`config.mk`:
```
export PLATFORM = sky130hd
export DESIGN_NAME = uart_tx_fifo_ctrl
export DESIGN_NICKNAME = d
export VERILOG_FILES = /design/src/rtl/uart_pkg.sv /design/src/rtl/sync_fifo_mem.sv /design/src/rtl/uart_tx_fifo_ctrl.sv
export SDC_FILE = /design/constraint.sdc
export NUM_CORES = 1
export LEC_CHECK = 0
export CORE_MARGIN = 5
export CORE_UTILIZATION = 50
export CTS_BUF_LIST = sky130_fd_sc_hd__clkbuf_16
export DETAILED_ROUTE_END_ITERATION = 12
export GPL_ROUTABILITY_DRIVEN = 0
export HOLD_SLACK_MARGIN = 0.05
export PLACE_DENSITY = 0.68
export SLEW_MARGIN = 10
export SYNTH_ARGS = -nofsm -noshare
export SYNTH_HDL_FRONTEND = slang
export SYNTH_SLANG_ARGS = --single-unit
```
`constraint.sdc`:
```
create_clock -name clk -period 3.48 [get_ports clk]
set_input_delay 0.696 -clock clk [delete_from_list [all_inputs] [get_ports clk]]
set_output_delay 0.696 -clock clk [all_outputs]
set_load 0.02 [all_outputs]
```
`src/rtl/uart_pkg.sv`:
```
// Shared defaults and sequencer state type for the UART transmit path.
package uart_pkg;

  localparam int unsigned UART_DATA_W  = 8;
  localparam int unsigned UART_DEPTH   = 16;
  localparam int unsigned UART_BUSY_TO = 64;

  typedef enum logic [2:0] {
    IDLE,
    LOAD,
    FIRE,
    WAIT_BUSY,
    WAIT_DONE
  } txfifo_state_e;

endpackage

```
`src/rtl/sync_fifo_mem.sv`:
```
// Register-array FIFO storage: clocked write port, combinational read port.
module sync_fifo_mem
  import uart_pkg::*;
#(
  parameter int unsigned DATA_W = UART_DATA_W,
  parameter int unsigned DEPTH  = UART_DEPTH,
  parameter int unsigned ADDR_W = $clog2(DEPTH)
) (
  input  logic              clk,
  input  logic              i_wr_en,
  input  logic [ADDR_W-1:0] i_wr_addr,
  input  logic [DATA_W-1:0] i_wr_data,
  input  logic [ADDR_W-1:0] i_rd_addr,
  output logic [DATA_W-1:0] o_rd_data_c
);

  logic [DATA_W-1:0] r_mem [DEPTH];

  always_ff @(posedge clk) begin
    if (i_wr_en) begin
      r_mem[i_wr_addr] <= i_wr_data;
    end
  end

  assign o_rd_data_c = r_mem[i_rd_addr];

endmodule

```
`src/rtl/uart_tx_fifo_ctrl.sv`:
```
// Transmit FIFO and sequencer feeding the UART transceiver one byte per frame,
// paced by tx_busy, with sticky overflow and busy-timeout flags.
module uart_tx_fifo_ctrl
  import uart_pkg::*;
#(
  parameter int unsigned  DATA_W  = UART_DATA_W,
  parameter int unsigned  DEPTH   = UART_DEPTH,
  parameter int unsigned  BUSY_TO = UART_BUSY_TO,
  localparam int unsigned ADDR_W  = $clog2(DEPTH)
) (
  input  logic              clk,
  input  logic              reset,
  input  logic              wr_en,
  input  logic [DATA_W-1:0] wr_data,
  input  logic              clr_err,
  output logic              full,
  output logic              empty,
  output logic [ADDR_W:0]   count,
  output logic              overflow,
  output logic              tx_err,
  output logic [DATA_W-1:0] TxData,
  output logic              transmit,
  input  logic              tx_busy
);

  localparam int unsigned      CNT_W    = $clog2(BUSY_TO + 1);
  localparam logic [ADDR_W:0]  FULL_CNT = (ADDR_W+1)'(DEPTH);
  localparam logic [CNT_W-1:0] TO_LAST  = CNT_W'(BUSY_TO - 1);

  txfifo_state_e     r_state, w_state_nxt;
  logic [ADDR_W-1:0] r_wr_ptr, r_rd_ptr;
  logic [ADDR_W:0]   r_count, w_count_nxt;
  logic              r_full, r_empty, r_overflow, r_tx_err, r_transmit;
  logic [DATA_W-1:0] r_tx_data, w_rd_data;
  logic [CNT_W-1:0]  r_to_cnt, w_to_cnt_nxt;
  logic              w_push, w_drop, w_pop, w_to_err;

  sync_fifo_mem #(
    .DATA_W (DATA_W),
    .DEPTH  (DEPTH),
    .ADDR_W (ADDR_W)
  ) u_mem (
    .clk         (clk),
    .i_wr_en     (w_push),
    .i_wr_addr   (r_wr_ptr),
    .i_wr_data   (wr_data),
    .i_rd_addr   (r_rd_ptr),
    .o_rd_data_c (w_rd_data)
  );

  // full is the registered flag, so a write is refused even if a pop lands in the same cycle
  assign w_push      = wr_en && !r_full;
  assign w_drop      = wr_en && r_full;
  assign w_pop       = (r_state == LOAD);
  assign w_count_nxt = r_count + (ADDR_W+1)'(w_push) - (ADDR_W+1)'(w_pop);

  // Sequencer next state; a byte whose busy never rises is dropped, not retried
  always_comb begin
    w_state_nxt  = r_state;
    w_to_cnt_nxt = r_to_cnt;
    w_to_err     = 1'b0;
    unique case (r_state)
      IDLE: begin
        if (!r_empty && !tx_busy) w_state_nxt = LOAD;
      end
      LOAD: w_state_nxt = FIRE;
      FIRE: begin
        w_to_cnt_nxt = '0;
        w_state_nxt  = WAIT_BUSY;
      end
      WAIT_BUSY: begin
        if (tx_busy) begin
          w_state_nxt = WAIT_DONE;
        end else begin
          w_to_cnt_nxt = r_to_cnt + CNT_W'(1);
          if (w_to_cnt_nxt == TO_LAST) begin
            w_to_err    = 1'b1;
            w_state_nxt = IDLE;
          end
        end
      end
      WAIT_DONE: begin
        if (!tx_busy) w_state_nxt = IDLE;
      end
      default: w_state_nxt = IDLE;
    endcase
  end

  always_ff @(posedge clk or posedge reset) begin
    if (reset) begin
      r_state    <= IDLE;
      r_to_cnt   <= '0;
      r_transmit <= 1'b0;
      r_tx_data  <= '0;
      r_wr_ptr   <= '0;
      r_rd_ptr   <= '0;
      r_count    <= '0;
      r_full     <= 1'b0;
      r_empty    <= 1'b1;
      r_overflow <= 1'b0;
      r_tx_err   <= 1'b0;
    end else begin
      r_state    <= w_state_nxt;
      r_to_cnt   <= w_to_cnt_nxt;
      r_transmit <= (w_state_nxt == FIRE);
      if (w_pop) begin
        r_tx_data <= w_rd_data;
        r_rd_ptr  <= r_rd_ptr + ADDR_W'(1);
      end
      if (w_push) r_wr_ptr <= r_wr_ptr + ADDR_W'(1);
      r_count    <= w_count_nxt;
      r_full     <= (w_count_nxt == FULL_CNT);
      r_empty    <= (w_count_nxt == '0);
      // a new event outranks a coincident clear
      r_overflow <= w_drop | (r_overflow & ~clr_err);
      r_tx_err   <= w_to_err | (r_tx_err & ~clr_err);
    end
  end

  assign full     = r_full;
  assign empty    = r_empty;
  assign count    = r_count;
  assign overflow = r_overflow;
  assign tx_err   = r_tx_err;
  assign TxData   = r_tx_data;
  assign transmit = r_transmit;

endmodule

```
# Yosys cells after proc, flatten, opt, wreduce, memory -nomap -nowiden
# Memory sizes are Yosys's and may differ from the RTL's. A register that Yosys moved wholly into a read port is not among the register bits.
# Cells that the tools add are included.
[word_totals]
regBits = 28
ram_bits = 128
input_bits = 13
output_inout_bits = 18
elab_cells = 51
memories = 1
[memory_table]
columns = ["name", "depth", "word_bits", "read_ports", "rd_ports_with_merged_regs", "wr", "line_no", "source"]
rows = [
  ["u_mem.r_mem", 16, 8, 1, 1, 1, "sync_fifo_mem.sv:17", "logic [DATA_W-1:0] r_mem [DEPTH];"],
]
[classes]
n_addsub = 5
eq_ne = 8
muxes = 12
n_bitwise = 5
reduce_logical = 10
[op_table]
columns = ["op", "count"]
rows = [
  ["$pmux W3 S5", 1],
  ["$pmux W7 S2", 1],
  ["$mux W3", 4],
  ["$eq A3 B2 Y1 const B", 3],
  ["$add A4 B1 Y4 const B", 2],
  ["$add A7 B1 Y7 const B", 1],
  ["$eq A7 B6 Y1 const B", 1],
  ["$mux W7", 1],
  ["$add A5 B1 Y5", 1],
  ["$eq A5 B5 Y1 const B", 1],
  ["$logic_not A5 Y1", 1],
  ["$mux W1", 5],
  ["$sub A5 B1 Y5", 1],
  ["$eq A3 B1 Y1 const B", 1],
  ["$eq A3 B3 Y1 const B", 1],
  ["$logic_and A1 B1 Y1", 3],
  ["$logic_not A1 Y1", 3],
  ["$logic_not A3 Y1", 1],
  ["$and A1 B1 Y1", 2],
  ["$ne A2 B2 Y1 const B", 1],
  ["$or A1 B1 Y1", 2],
  ["$reduce_and A2 Y1", 1],
  ["$reduce_bool A2 Y1", 1],
  ["$not A1 Y1", 1],
]

# Depth between registers and ports, before layout
# Gate-level depths: netlist (run 1).
[logic_depth]
ltp_word = 6
ltp_mapped = 13
ltp_nobuf = 12

# By module
# A second synthesis (run 1) with hierarchy kept.
[unflattened]
cells_unflattened = 379
area_unflattened_um2 = 6711.4
[by_module_without_submodules]
columns = ["module", "instances", "cells_each", "area_per_inst_um2", "seq_area_each_um2"]
rows = [
  ["sync_fifo_mem", 1, 221, 4987.3, 3843.7],
  ["uart_tx_fifo_ctrl", 1, 158, 1724.2, 902.1],
]

# Least setup slack after synthesis (run 1)
# No wires, ideal clock.
[synth_path]
path_type = "input to register"
start = "input wr_en"
end = "register r_full, in the netlist full"
setup_ns = 0.101
arrival_ns = 2.686
t_required_ns = 3.379
setup_slack_ns = 0.693
path_stages = 12
n_path_buf = 1
path_cell_list = "nor2b_1 -> clkbuf_1 -> inv_1 -> ha_1 -> inv_1 -> ha_1 -> inv_1 -> fa_1 -> nor2b_1 -> o21ai_0 -> and3_1 -> nor4_1"
[synth_via]
elab_chain_len = 4
[synth_lines]
columns = ["item", "line_no", "source"]
rows = [
  ["start: declaration", "uart_tx_fifo_ctrl.sv:13", "input logic wr_en,"],
  ["$logic_and A1 B1 Y1", "uart_tx_fifo_ctrl.sv:52", "assign w_push = wr_en && !r_full;"],
  ["$add A5 B1 Y5", "uart_tx_fifo_ctrl.sv:55", "assign w_count_nxt = r_count + (ADDR_W+1)'(w_push) - (ADDR_W+1)'(w_pop);"],
  ["$sub A5 B1 Y5", "uart_tx_fifo_ctrl.sv:55", ""],
  ["$eq A5 B5 Y1", "uart_tx_fifo_ctrl.sv:112", "r_full <= (w_count_nxt == FULL_CNT);"],
  ["end signal: assignment", "uart_tx_fifo_ctrl.sv:112", ""],
  ["end: declaration", "uart_tx_fifo_ctrl.sv:33", "logic r_full, r_empty, r_overflow, r_tx_err, r_transmit;"],
]
# No other way between the ends.
# A chain may end at the register's enable or synchronous reset.

# Worst setup path in the final report (run 1)
[layout_path]
start = "register r_state[2]"
end = "register r_empty, in the netlist empty"
[layout_via]
elab_chain_len = 3
[layout_lines]
columns = ["item", "line_no", "source"]
rows = [
  ["start: declaration", "uart_tx_fifo_ctrl.sv:30", "txfifo_state_e r_state, w_state_nxt;"],
  ["start signal: assignment", "uart_tx_fifo_ctrl.sv:103", "r_state <= w_state_nxt;"],
  ["$eq A3 B1 Y1", "uart_tx_fifo_ctrl.sv:54", "assign w_pop = (r_state == LOAD);"],
  ["$sub A5 B1 Y5", "uart_tx_fifo_ctrl.sv:55", ""],
  ["$logic_not A5 Y1", "uart_tx_fifo_ctrl.sv:113", "r_empty <= (w_count_nxt == '0);"],
  ["end signal: assignment", "uart_tx_fifo_ctrl.sv:113", ""],
  ["end: declaration", "uart_tx_fifo_ctrl.sv:33", ""],
]
# No other way between the ends.

==> results by group, run 1 <==
Outcome
  • Status: complete, no violations

Floorplan
  • Die footprint: 16100 um2
  • DIE WIDTH: 127 um
  • IO Pins: 31
  • Initial Util: 0.512
  • Die height: roughly 130 um
  • # rows: 42
  • Core area: between 10000 and 15000 um2

Timing
  • Final Hold Viols: 0
  • Crit share post-route: 0.849
  • Fin crit period: 2.95 ns
  • Max-slew violations: 0
  • Max_slew headroom: 0.452
  • Setup TNS: 0 ns
  • RSZ-0062 raised after global routing: no
  • Final setup fails: 0
  • Pin slew with the least headroom to its limit: 0.822 ns
  • Worst Skew: 0.00982 ns
  • Max frequency: roughly 340 MHz

Detailed routing
  • 1st-pass router iterations: 4
  • DR WL/cell: 19.9 um
  • Antenna Nets Post-Route: 0
  • Avg Vias per Cell: 5.56
  • Vias: 3445
  • Top Layer Used: met4
  • Metal3 WL: 460 um
  • DR DRC count: 0
  • Met1 wire length: 5660 um
  • Drt total wl: 12300 um
  • 1st-iter DRT viols: 247
  • Wire length on met2: 5940 um

GRT
  • Total Routing Usage GR: 0.165
  • Global-route wire length before repair: between 15000 and 20000 um
  • Largest net degree at the start of global routing: 40
  • Gr ovfl total: 0
  • Vias in the first global route: ~3600
  • Antenna violations before repair: 0

Logic synthesis
  • Syn Area/Cell: about 17 um2
  • Sequential area share after synthesis: 0.697
  • Post-synth ARST share: 0.220
  • Mapped Area: 6810 um2
  • FF+latch count, synth: 164
  • Synth top area cells: edfxtp_1 (56%), dfrtp_1 (13%), mux4_2 (6.0%)
  • Number of flops mapped to enable cells by yosys: roughly 130
  • Top_reg_cell synth: edfxtp_1
  • Synth top area share: 0.564
  • Cell taking the most area after synthesis: edfxtp_1
  • Synthesized Nets: 418
  • Syn Inst Count: 392
  • Yosys cell types: 49
  • Synth warn: 0

Finish
  • Layout cells sized above 1: 0.133
  • Inserted Diodes: 0
  • Area grow syn2layout: 15.7%
  • Most common cell after layout, fill and taps aside: edfxtp_1
  • Most frequent cells in the layout: edfxtp_1 (128), dfrtp_1 (34), clkdlybuf4s50_1 (30), nand2_1 (22), mux2i_1 (20)
  • # nets final: 457
  • Final Core Density: 0.593

Critical path
  • Worst Path Arrival: 3.27 ns
  • Slowest-stage cell, CP: dfrtp_1
  • Max FO, Critical Path: 11
  • CP max stage delay: 0.52 ns
  • Crit path cell chain: nor2_1 > nand2_1 > buf_4 > clkinv_1 > ha_1 > inv_1 > ha_1 > inv_1 > fa_1 > nor2b_1 > o21ai_0 > nor3b_1 > nor4_1
  • Critical Setup Path Class: flip-flop to flip-flop
  • Crit end category: flip-flop
  • Startpoint types: flip-flop
  • WP data required: 3.80 ns
  • R2r setup slk: between 0.5 and 0.6 ns

Clock tree
  • TritonCTS clock tree: built
  • Post-CTS Resized: 0
  • Clk buf depth: 2
  • Htree depth: 4
  • # clock sinks: ~160
  • Postcts setup bufs: 0
  • TritonCTS Buffers: 17
  • Clock root cell: clkbuf_16
  • Worst-Skew Late Latency: ~0.42 ns
  • CTS clk-pin slew, worst paths: around 0.06 ns
  • Hold-fix buffers, CTS: 0

Hold path
  • Worst Hold Class: flip-flop to flip-flop

Place
  • DP HPWL: 8170 um
  • PortBufs: 30

Pwr
  • VDD IR-drop max: 0.000489 V
  • Leakage: 2.84 nW
  • Power Dens Cells: 835 nW/um2

Run
  • Max Cap Violations: 0
-- cells by family after synthesis --
logic type,after synthesis,share of synthesized area
multiplexers,49,0.129
XOR/XNOR,12,0.0154
flip-flops,164,0.697
AND/OR/NAND/NOR,76,0.0614
adder cells (fa/ha/maj),13,0.0250
AO/OA/AOI/OAI,44,0.0439
buffers and inverters,34,0.0281
-- stage by stage --
stage / hold slack (ns) / power (mW) / setup slack, ns / cell area (um2) / cells
3_3_place_gp: 0.479 / 4.62 / 0.227 / 7250 / 588
2_1_floorplan: 0.458 / 4.13 / 0.693 / 6810 / 392
3_5_place_dp: 0.483 / 4.68 / 0.176 / 7250 / 588
4_1_cts: 0.506 / 6.65 / 0.500 / 7880 / 620
5_1_grt: 0.533 / 6.95 / 0.194 / 7880 / 620
6_report: 0.505 / 6.58 / 0.527 / 7880 / 620
-- registers in the layout, indices dropped and copies added, names as in the netlist --
name	count
r_rd_ptr	4
u_mem.r_mem	128
count	5
r_to_cnt	7
r_wr_ptr	4
full	1
TxData	8
empty	1
r_state	3
overflow	1
tx_err	1
transmit	1
-- critical path: cells and delay by family, from the launching register on --
family / cells / cell delay [ns]
AO/OA/AOI/OAI: 1 / 0.15
adder cells (fa/ha/maj): 3 / 0.91
buffers and inverters: 4 / 0.54
flip-flops: 1 / 0.52
AND/OR/NAND/NOR: 5 / 0.74
-- layout make-up --
class	instances	area, um2
Clock buffer	17	425
Inverter	18	67.6
Tap cell	176	220
Timing Repair Buffer	36	345
Clock inverter	15	203
Sequential cell	164	4750
Multi-Input combinational cell	194	1870
Fill cell	985	5420
-- power breakdown --
| part | total (mW) | switching, mW | internal, mW |
|---|---|---|---|
| clock network | 1.97 | 0.757 | 1.21 |
| logic | 1.90 | 0.976 | 0.920 |
| registers | 2.72 | 0.291 | 2.43 |
| total | 6.58 | 2.02 | 4.56 |
-- cell usage after synthesis, types with 5 or more instances --
master / instances
dfrtp_1: 35
ha_1: 12
mux4_1: 10
xnor2_1: 7
and2_1: 17
nand3_1: 5
inv_1: 17
mux2i_1: 20
nor2_1: 9
a2bb2oi_1: 7
xor2_1: 5
o21ai_1: 7
nand2_1: 22
edfxtp_1: 128
o21ai_0: 13
mux4_2: 18
buf_2: 5
-- worst paths after layout --
path,start,to,depth (start not counted)
max,r_state[2]$_DFF_PP0_,empty$_DFF_PP1_,13
max in group asynchronous,reset,r_rd_ptr[0]$_DFFE_PP0P_,3
max reg2reg,r_state[2]$_DFF_PP0_,empty$_DFF_PP1_,13
min,r_to_cnt[6]$_DFFE_PP0P_,r_to_cnt[6]$_DFFE_PP0P_,1
min reg2reg,r_to_cnt[6]$_DFFE_PP0P_,r_to_cnt[6]$_DFFE_PP0P_,1
min in group asynchronous,reset,count[3]$_DFF_PP0_,2
-- metal layers --
layer,vias to the layer above,track usage
li1,1602,-
met1,1751,0.224
met2,72,0.257
met3,20,0.0446
met4,0,0.0669
met5,-,0
No activity file was read; power rests on OpenSTA's default activity.
==> run 2: changes to the inputs <==
==> constraint.sdc (replaced) <==
create_clock -name clk -period 2.88 [get_ports clk]
set_input_delay 0.576 -clock clk [delete_from_list [all_inputs] [get_ports clk]]
set_output_delay 0.576 -clock clk [all_outputs]
set_load 0.02 [all_outputs]
==> results by group, run 2 (synthesis results as in run 1) <==
Detailed routing
  • Avg Vias per Cell: 5.54 (was 5.56)
  • 1st-pass router iterations: 4 (unchanged)
  • 1st-iter DRT viols: 234 (was 247)
  • Vias: 3485 (was 3445)
  • Antenna Nets Post-Route: 0 (unchanged)
  • DR DRC count: 0 (unchanged)
  • DR WL/cell: 19.4 um (was 19.9 um)
  • Drt total wl: 12200 um (was 12300 um)

Timing
  • Fin crit period: 2.74 ns
  • Max_slew headroom: 0.372 (was 0.452)
  • Final setup fails: 0 (unchanged)
  • Crit share post-route: 0.950
  • Final Hold Viols: 0 (unchanged)
  • Max frequency: ~370 MHz
  • RSZ-0062 raised after global routing: no (unchanged)
  • Pin slew with the least headroom to its limit: 0.942 ns (was 0.822 ns)
  • Max-slew violations: 0 (unchanged)
  • Worst Skew: 0.00779 ns (was 0.00982 ns)
  • Setup TNS: 0 ns (unchanged)

Critical path
  • Slowest-stage cell, CP: clkdlybuf4s50_1 (was dfrtp_1)
  • Critical Path Start: wr_en (was r_state[2]$_DFF_PP0_)
  • CP most frequent cell: inv_1
  • Worst-case reg-to-reg path depth: 11 (was 13)
  • Crit Reg-Reg Startpoint: r_state[1]$_DFF_PP0_ (was r_state[2]$_DFF_PP0_)
  • WP data required: 3.20 ns (was 3.80 ns)
  • Worst Path Arrival: 3.06 ns (was 3.27 ns)
  • Worst path buffer plus inverter count: 4 (unchanged)
  • Delay-heaviest family, CP: adder cells (unchanged)
  • R2r setup slk: 0.22 ns (was 0.53 ns)
  • Cell count along the critical path: 11 (was 13)
  • Crit path cell chain: clkdlybuf4s50_1 > nor2b_4 > inv_1 > ha_1 > inv_1 > ha_1 > inv_1 > fa_1 > xnor2_1 > or3_4 > nor4_4 (was nor2_1 > nand2_1 > buf_4 > clkinv_1 > ha_1 > inv_1 > ha_1 > inv_1 > fa_1 > nor2b_1 > o21ai_0 > nor3b_1 > nor4_1)
  • Max FO, Critical Path: 2 (was 11)
  • Crit end category: flip-flop (unchanged)
  • Startpoint types: input pin (was flip-flop)
  • Critical Setup Path Class: input pin to flip-flop (was flip-flop to flip-flop)
  • CP max stage delay: 0.49 ns (was 0.52 ns)

Clock tree
  • TritonCTS Buffers: 17 (unchanged)
  • Clk buf depth: 2 (unchanged)
  • Hold-fix buffers, CTS: 0 (unchanged)
  • Clock root cell: clkbuf_16 (unchanged)
  • CTS clk-pin slew, worst paths: 0.06 ns (about the same)
  • Worst-Skew Late Latency: 0.42 ns (about the same)
  • # clock sinks: 164 (unchanged)
  • Htree depth: 4 (unchanged)
  • TritonCTS clock tree: built (unchanged)

Floorplan
  • Core area: 13300 um2 (unchanged)
  • # rows: 42 (unchanged)
  • IO Pins: 31 (unchanged)
  • Die height: 127 um (unchanged)
  • Die footprint: 16100 um2 (unchanged)
  • Initial Util: 0.512 (unchanged)
  • DIE WIDTH: 127 um (unchanged)

Finish
  • Most frequent cells in the layout: edfxtp_1 (128), dfrtp_1 (34), clkdlybuf4s50_1 (30), nand2_1 (22), mux2i_1 (20) (unchanged)
  • Inserted Diodes: 0 (unchanged)
  • Most common cell after layout, fill and taps aside: edfxtp_1 (unchanged)
  • # fillers: 995 (was 985)
  • Area occupied by multi-input gates: 1900 um2 (was 1870 um2)
  • Area grow syn2layout: 16.7% (was 15.7%)
  • Largest Register: u_mem.r_mem (unchanged)
  • # nets final: 466 (was 457)
  • Layout cells sized above 1: 0.163 (was 0.133)
  • Final instance area: 7950 um2 (was 7880 um2)
  • Register area: 4750 um2 (unchanged)
  • Largest register FFs: 128 (unchanged)

Pwr
  • VDD IR-drop max: 0.000565 V (was 0.000489 V)
  • Sequential share of power: 0.415 (was 0.413)
  • Total power: 7.92 mW (was 6.58 mW)
  • Power Dens Cells: 996 nW/um2 (was 835 nW/um2)
  • NetSw: 2.50 mW (was 2.02 mW)
  • Sw frac: 0.316 (was 0.307)
  • Proportion of power drawn by combinational gates: 0.307 (was 0.288)
  • Internal power: 5.42 mW (was 4.56 mW)
  • Leakage: 2.87 nW (was 2.84 nW)
  • Power share of the clock group: 0.278 (was 0.299)

Run
  • Max Cap Violations: 0 (unchanged)

GRT
  • Global-route wire length before repair: 19400 um (was 19900 um)
  • Vias in the first global route: 3632 (was 3599)
  • Largest net degree at the start of global routing: 40 (unchanged)
  • Gr ovfl total: 0 (unchanged)
  • Total Routing Usage GR: 0.161 (was 0.165)
  • Antenna violations before repair: 0 (unchanged)

Hold path
  • Worst Hold Class: input pin to asynchronous set/reset pin (was flip-flop to flip-flop)

Outcome
  • Status: complete, no violations (unchanged)

Place
  • PortBufs: 30 (unchanged)
  • DP HPWL: 8190 um (was 8170 um)
  • DP Area: 7320 um2 (was 7250 um2)
[run 2: power groups by stage]
| stage | Combinational, mW | Clock (mW) | Sequential, mW |
|---|---|---|---|
| finish | 2.43 | 2.20 | 3.29 |
| global route | 2.67 | 2.35 | 3.34 |
| CTS | 2.36 | 2.24 | 3.29 |
| detailed placement | 2.36 | 0 | 3.33 |
| global placement | 2.30 | 0 | 3.32 |
| floorplan | 1.73 | 0 | 3.26 |
[run 2: worst paths after layout]
kind | endpoint
min | overflow$_DFF_PP0_
max | full$_DFF_PP0_
min in group clk | r_to_cnt[6]$_DFFE_PP0P_
max in group asynchronous | empty$_DFF_PP1_
max reg2reg | full$_DFF_PP0_
min reg2reg | r_to_cnt[6]$_DFFE_PP0P_
[run 2: layout make-up]
| type | count | share of cell area |
|---|---|---|
| Inverter | 18 | 0.00897 |
| Tap cell | 176 | 0.0277 |
| Clock buffer | 17 | 0.0535 |
| Clock inverter | 15 | 0.0194 |
| Multi-Input combinational cell | 194 | 0.239 |
| Sequential cell | 164 | 0.597 |
| Timing Repair Buffer | 45 | 0.0535 |
[run 2: repair_timing]
action | in CTS | in global routing
endpoints found under the setup margin | 0 | 3
buffers inserted | 0 | 1
gates resized for setup | 0 | 7
[run 2: metal layers]
layer	up-vias	track usage	share of wire
met5	-	0	0
met4	0	0.0675	0.024
met3	20	0.0500	0.047
met2	82	0.261	0.50
met1	1766	0.202	0.43
li1	1617	-	-
[run 2: worst register-to-register path: stages (launching register included)]
cell        delay (ns)
dfrtp_1           0.42
nor2_1            0.07
nand2_1           0.13
clkinvlp_4        0.18
ha_1              0.31
inv_1             0.06
ha_1              0.15
inv_1             0.05
fa_1              0.40
xnor2_1           0.17
or3_4             0.36
nor4_4            0.27
[run 2: per-stage QoR]
step | setup WS (ns) | instances | hold WS [ns] | util
6_report | 0.143 | 629 | 0.405 | 0.598
5_1_grt | 0.0159 | 629 | 0.429 | 0.598
4_1_cts | 0.0356 | 628 | 0.404 | 0.594
3_5_place_dp | -0.388 | 596 | 0.489 | 0.551
3_3_place_gp | -0.187 | 596 | 0.470 | 0.551
2_1_floorplan | 0.213 | 392 | 0.458 | -
==> run 3: changes to the inputs <==
==> constraint.sdc (replaced) <==
create_clock -name clk -period 2.88 [get_ports clk]
set_input_delay 0.576 -clock clk [delete_from_list [all_inputs] [get_ports clk]]
set_output_delay 0.576 -clock clk [all_outputs]
set_load 0.01 [all_outputs]
==> results of run 3 <==
The final DEF is identical to that of run 2. Status: complete, no violations.
Main changes from that run: total power 7.92 mW -> 7.84 mW
==> RTL change, RTL diff (config.mk and constraints of run 2) <==
`UART_BUSY_TO`: 64 -> 128.
--- a/src/rtl/uart_pkg.sv
+++ b/src/rtl/uart_pkg.sv
@@ -3,7 +3,7 @@
 
   localparam int unsigned UART_DATA_W  = 8;
   localparam int unsigned UART_DEPTH   = 16;
-  localparam int unsigned UART_BUSY_TO = 64;
+  localparam int unsigned UART_BUSY_TO = 128;
 
   typedef enum logic [2:0] {
     IDLE,
Check against the original RTL: no difference found for any inputs over 10 cycles, from zero or initial values and one cycle with reset high; that may be too few to reach the edited logic, so the function may still have changed.
==> RTL change against run 2 <==
  * First-iteration DRC count is 29% higher
  * Routed wire length rose by 0.57%
  * Clock skew grew 0.0038 ns
  * Sequential cell count rose by 1
  * Worst hold slack gained 0.10 ns
  * Synthesized area is 0.77% lower
  * Register-to-register slack worse by 0.02 ns
  * Setup slack improved by 0.039 ns
  * Total power grew 3.4%
  * Synthesized cell count shrank 2.6%
  * Design area is 0.63% higher
  * Count of clock-buffer cells in the layout unchanged
==> RTL change: results (changes against run 2) <==
- The run finished with clean final reports.
- The post-placement worst setup slack is -0.269 ns (+0.119 ns).
- Final HPWL DP: 7.81 mm (-4.7%)
* Fraction of final layout cells with drive strength greater than 1: 18.8% (+2.5 points)
- Via density per instance: 5.54 (about the same)
- Slowest library cell on the worst path: sky130_fd_sc_hd__or4_1
- Global routing usage on met3: 5.12% (+0.12 points)
- Met2 track demand over resource: 26.9% (+0.76 points)
* First-pass DRT Iterations: 4 (unchanged)
- The aggregate global-route resource usage came to 16.8% (+0.65 points).
- Peak supply drop: 0.551 mV (-2.5%)
- The number of fillers in the final layout came to 1,004 (+0.90%).
- Total internal power: 0.00579 W (+6.9%)
- The share of total power consumed by net switching is 29.2% (-2.3 points).
- Post-Synthesis Cell Area: 6760 um2 (-0.77%)
- The wire length per cell was 19.7 um (+1.5%).
* Final cell count without fillers: 623 (-0.95%)
- Multi-input logic portion of the cell area: 22.8% (-1.2 points)
- The routed length on met1 is 5.39 mm (+3.2%).
- Post-route clock skew: 0.0116 ns (+0.00377 ns)
- The detailed route wirelength on metal3 is 665 um (+16%).
- Grt met1 use: 22.6% (+2.4 points)
- Non-clock buffer count in the final layout: 53 (+18%)
* Pleak: 2.88 nW (+0.16%)
- The synthesized netlist net count is 408 (-2.4%).
- Clock Network Area Fraction: 8.00% (+0.71 points)
- Sorting the synthesized cells by how often they occur yields sky130_fd_sc_hd__edfxtp_1, sky130_fd_sc_hd__dfrtp_1, sky130_fd_sc_hd__mux4_2, sky130_fd_sc_hd__nor2_1, sky130_fd_sc_hd__nand2_1.
- Clock network power: 0.00245 W (+11%)
* Resize count post-CTS: 0 (unchanged)
- The layout multi-input combinational cell count was 183 (-5.7%).
- Non-clock inverters: 16 (-2)
- The sequential fraction of the synthesis area was 70.6% (+0.91 points).
- The via count of the first global-routing pass came to 3,532 (-2.8%).
- The area after detailed placement was 7360 um2 (+0.44%).
- The instance count after placement with tap cells included is 593 (-0.50%).
* Ranking of synthesized cells by area: sky130_fd_sc_hd__edfxtp_1, sky130_fd_sc_hd__dfrtp_1, sky130_fd_sc_hd__mux4_2
- The total area of multi-input combinational cells was 1820 um2 (-4.3%).
* Leftover overflow at the end of global routing: 0 (unchanged)
- Share of flip-flops with an asynchronous set or reset after synthesis: 22.4% (+0.47 points)
* Largest net degree at the start of global routing: 38 (-5.0%)
* Sequential share of cell area: 59.7% (-0.077 points)
- The endpoint arrival time on the critical path came to 3.05 ns (about the same).
* Non-clock buffer share of cell area: 6.07% (+0.72 points)
- First-pass GRT wire length: 20.0 mm (+3.2%)
- Number of clock sinks: 165 (+0.61%)
* Slew at the pin with the worst max-slew slack: 0.565 ns (-0.377 ns)
[RTL change: logic make-up (layout without fill, tap and decap cells)]
family	count (synthesis)	after routing	synth area share, %
compound gates	45	45	4.50
fa+ha+maj	13	13	2.52
mux	49	49	13.9
xor+xnor	14	14	1.81
flops	165	165	70.6
buf+inv	34	99	2.44
simple gates	62	62	4.26
[RTL change: worst paths after layout]
| kind | from | endpoint | slack, ns | depth (start not counted) |
|---|---|---|---|---|
| max | wr_en | full | 0.18 | 11 |
| min | overflow | overflow | 0.51 | 1 |
| max reg2reg | r_state[2] | full | 0.20 | 10 |
| min reg2reg | overflow | overflow | 0.51 | 1 |
| max in group asynchronous | reset | empty | 1.96 | 3 |
| min in group asynchronous | reset | r_to_cnt[6] | 0.57 | 3 |
[RTL change: critical path: cells and delay by family]
kind                     cells  cell delay, ns
XOR/XNOR                     1            0.17
AND/OR/NAND/NOR              3            0.84
adder cells (fa/ha/maj)      3            0.83
buffers and inverters        4            0.63
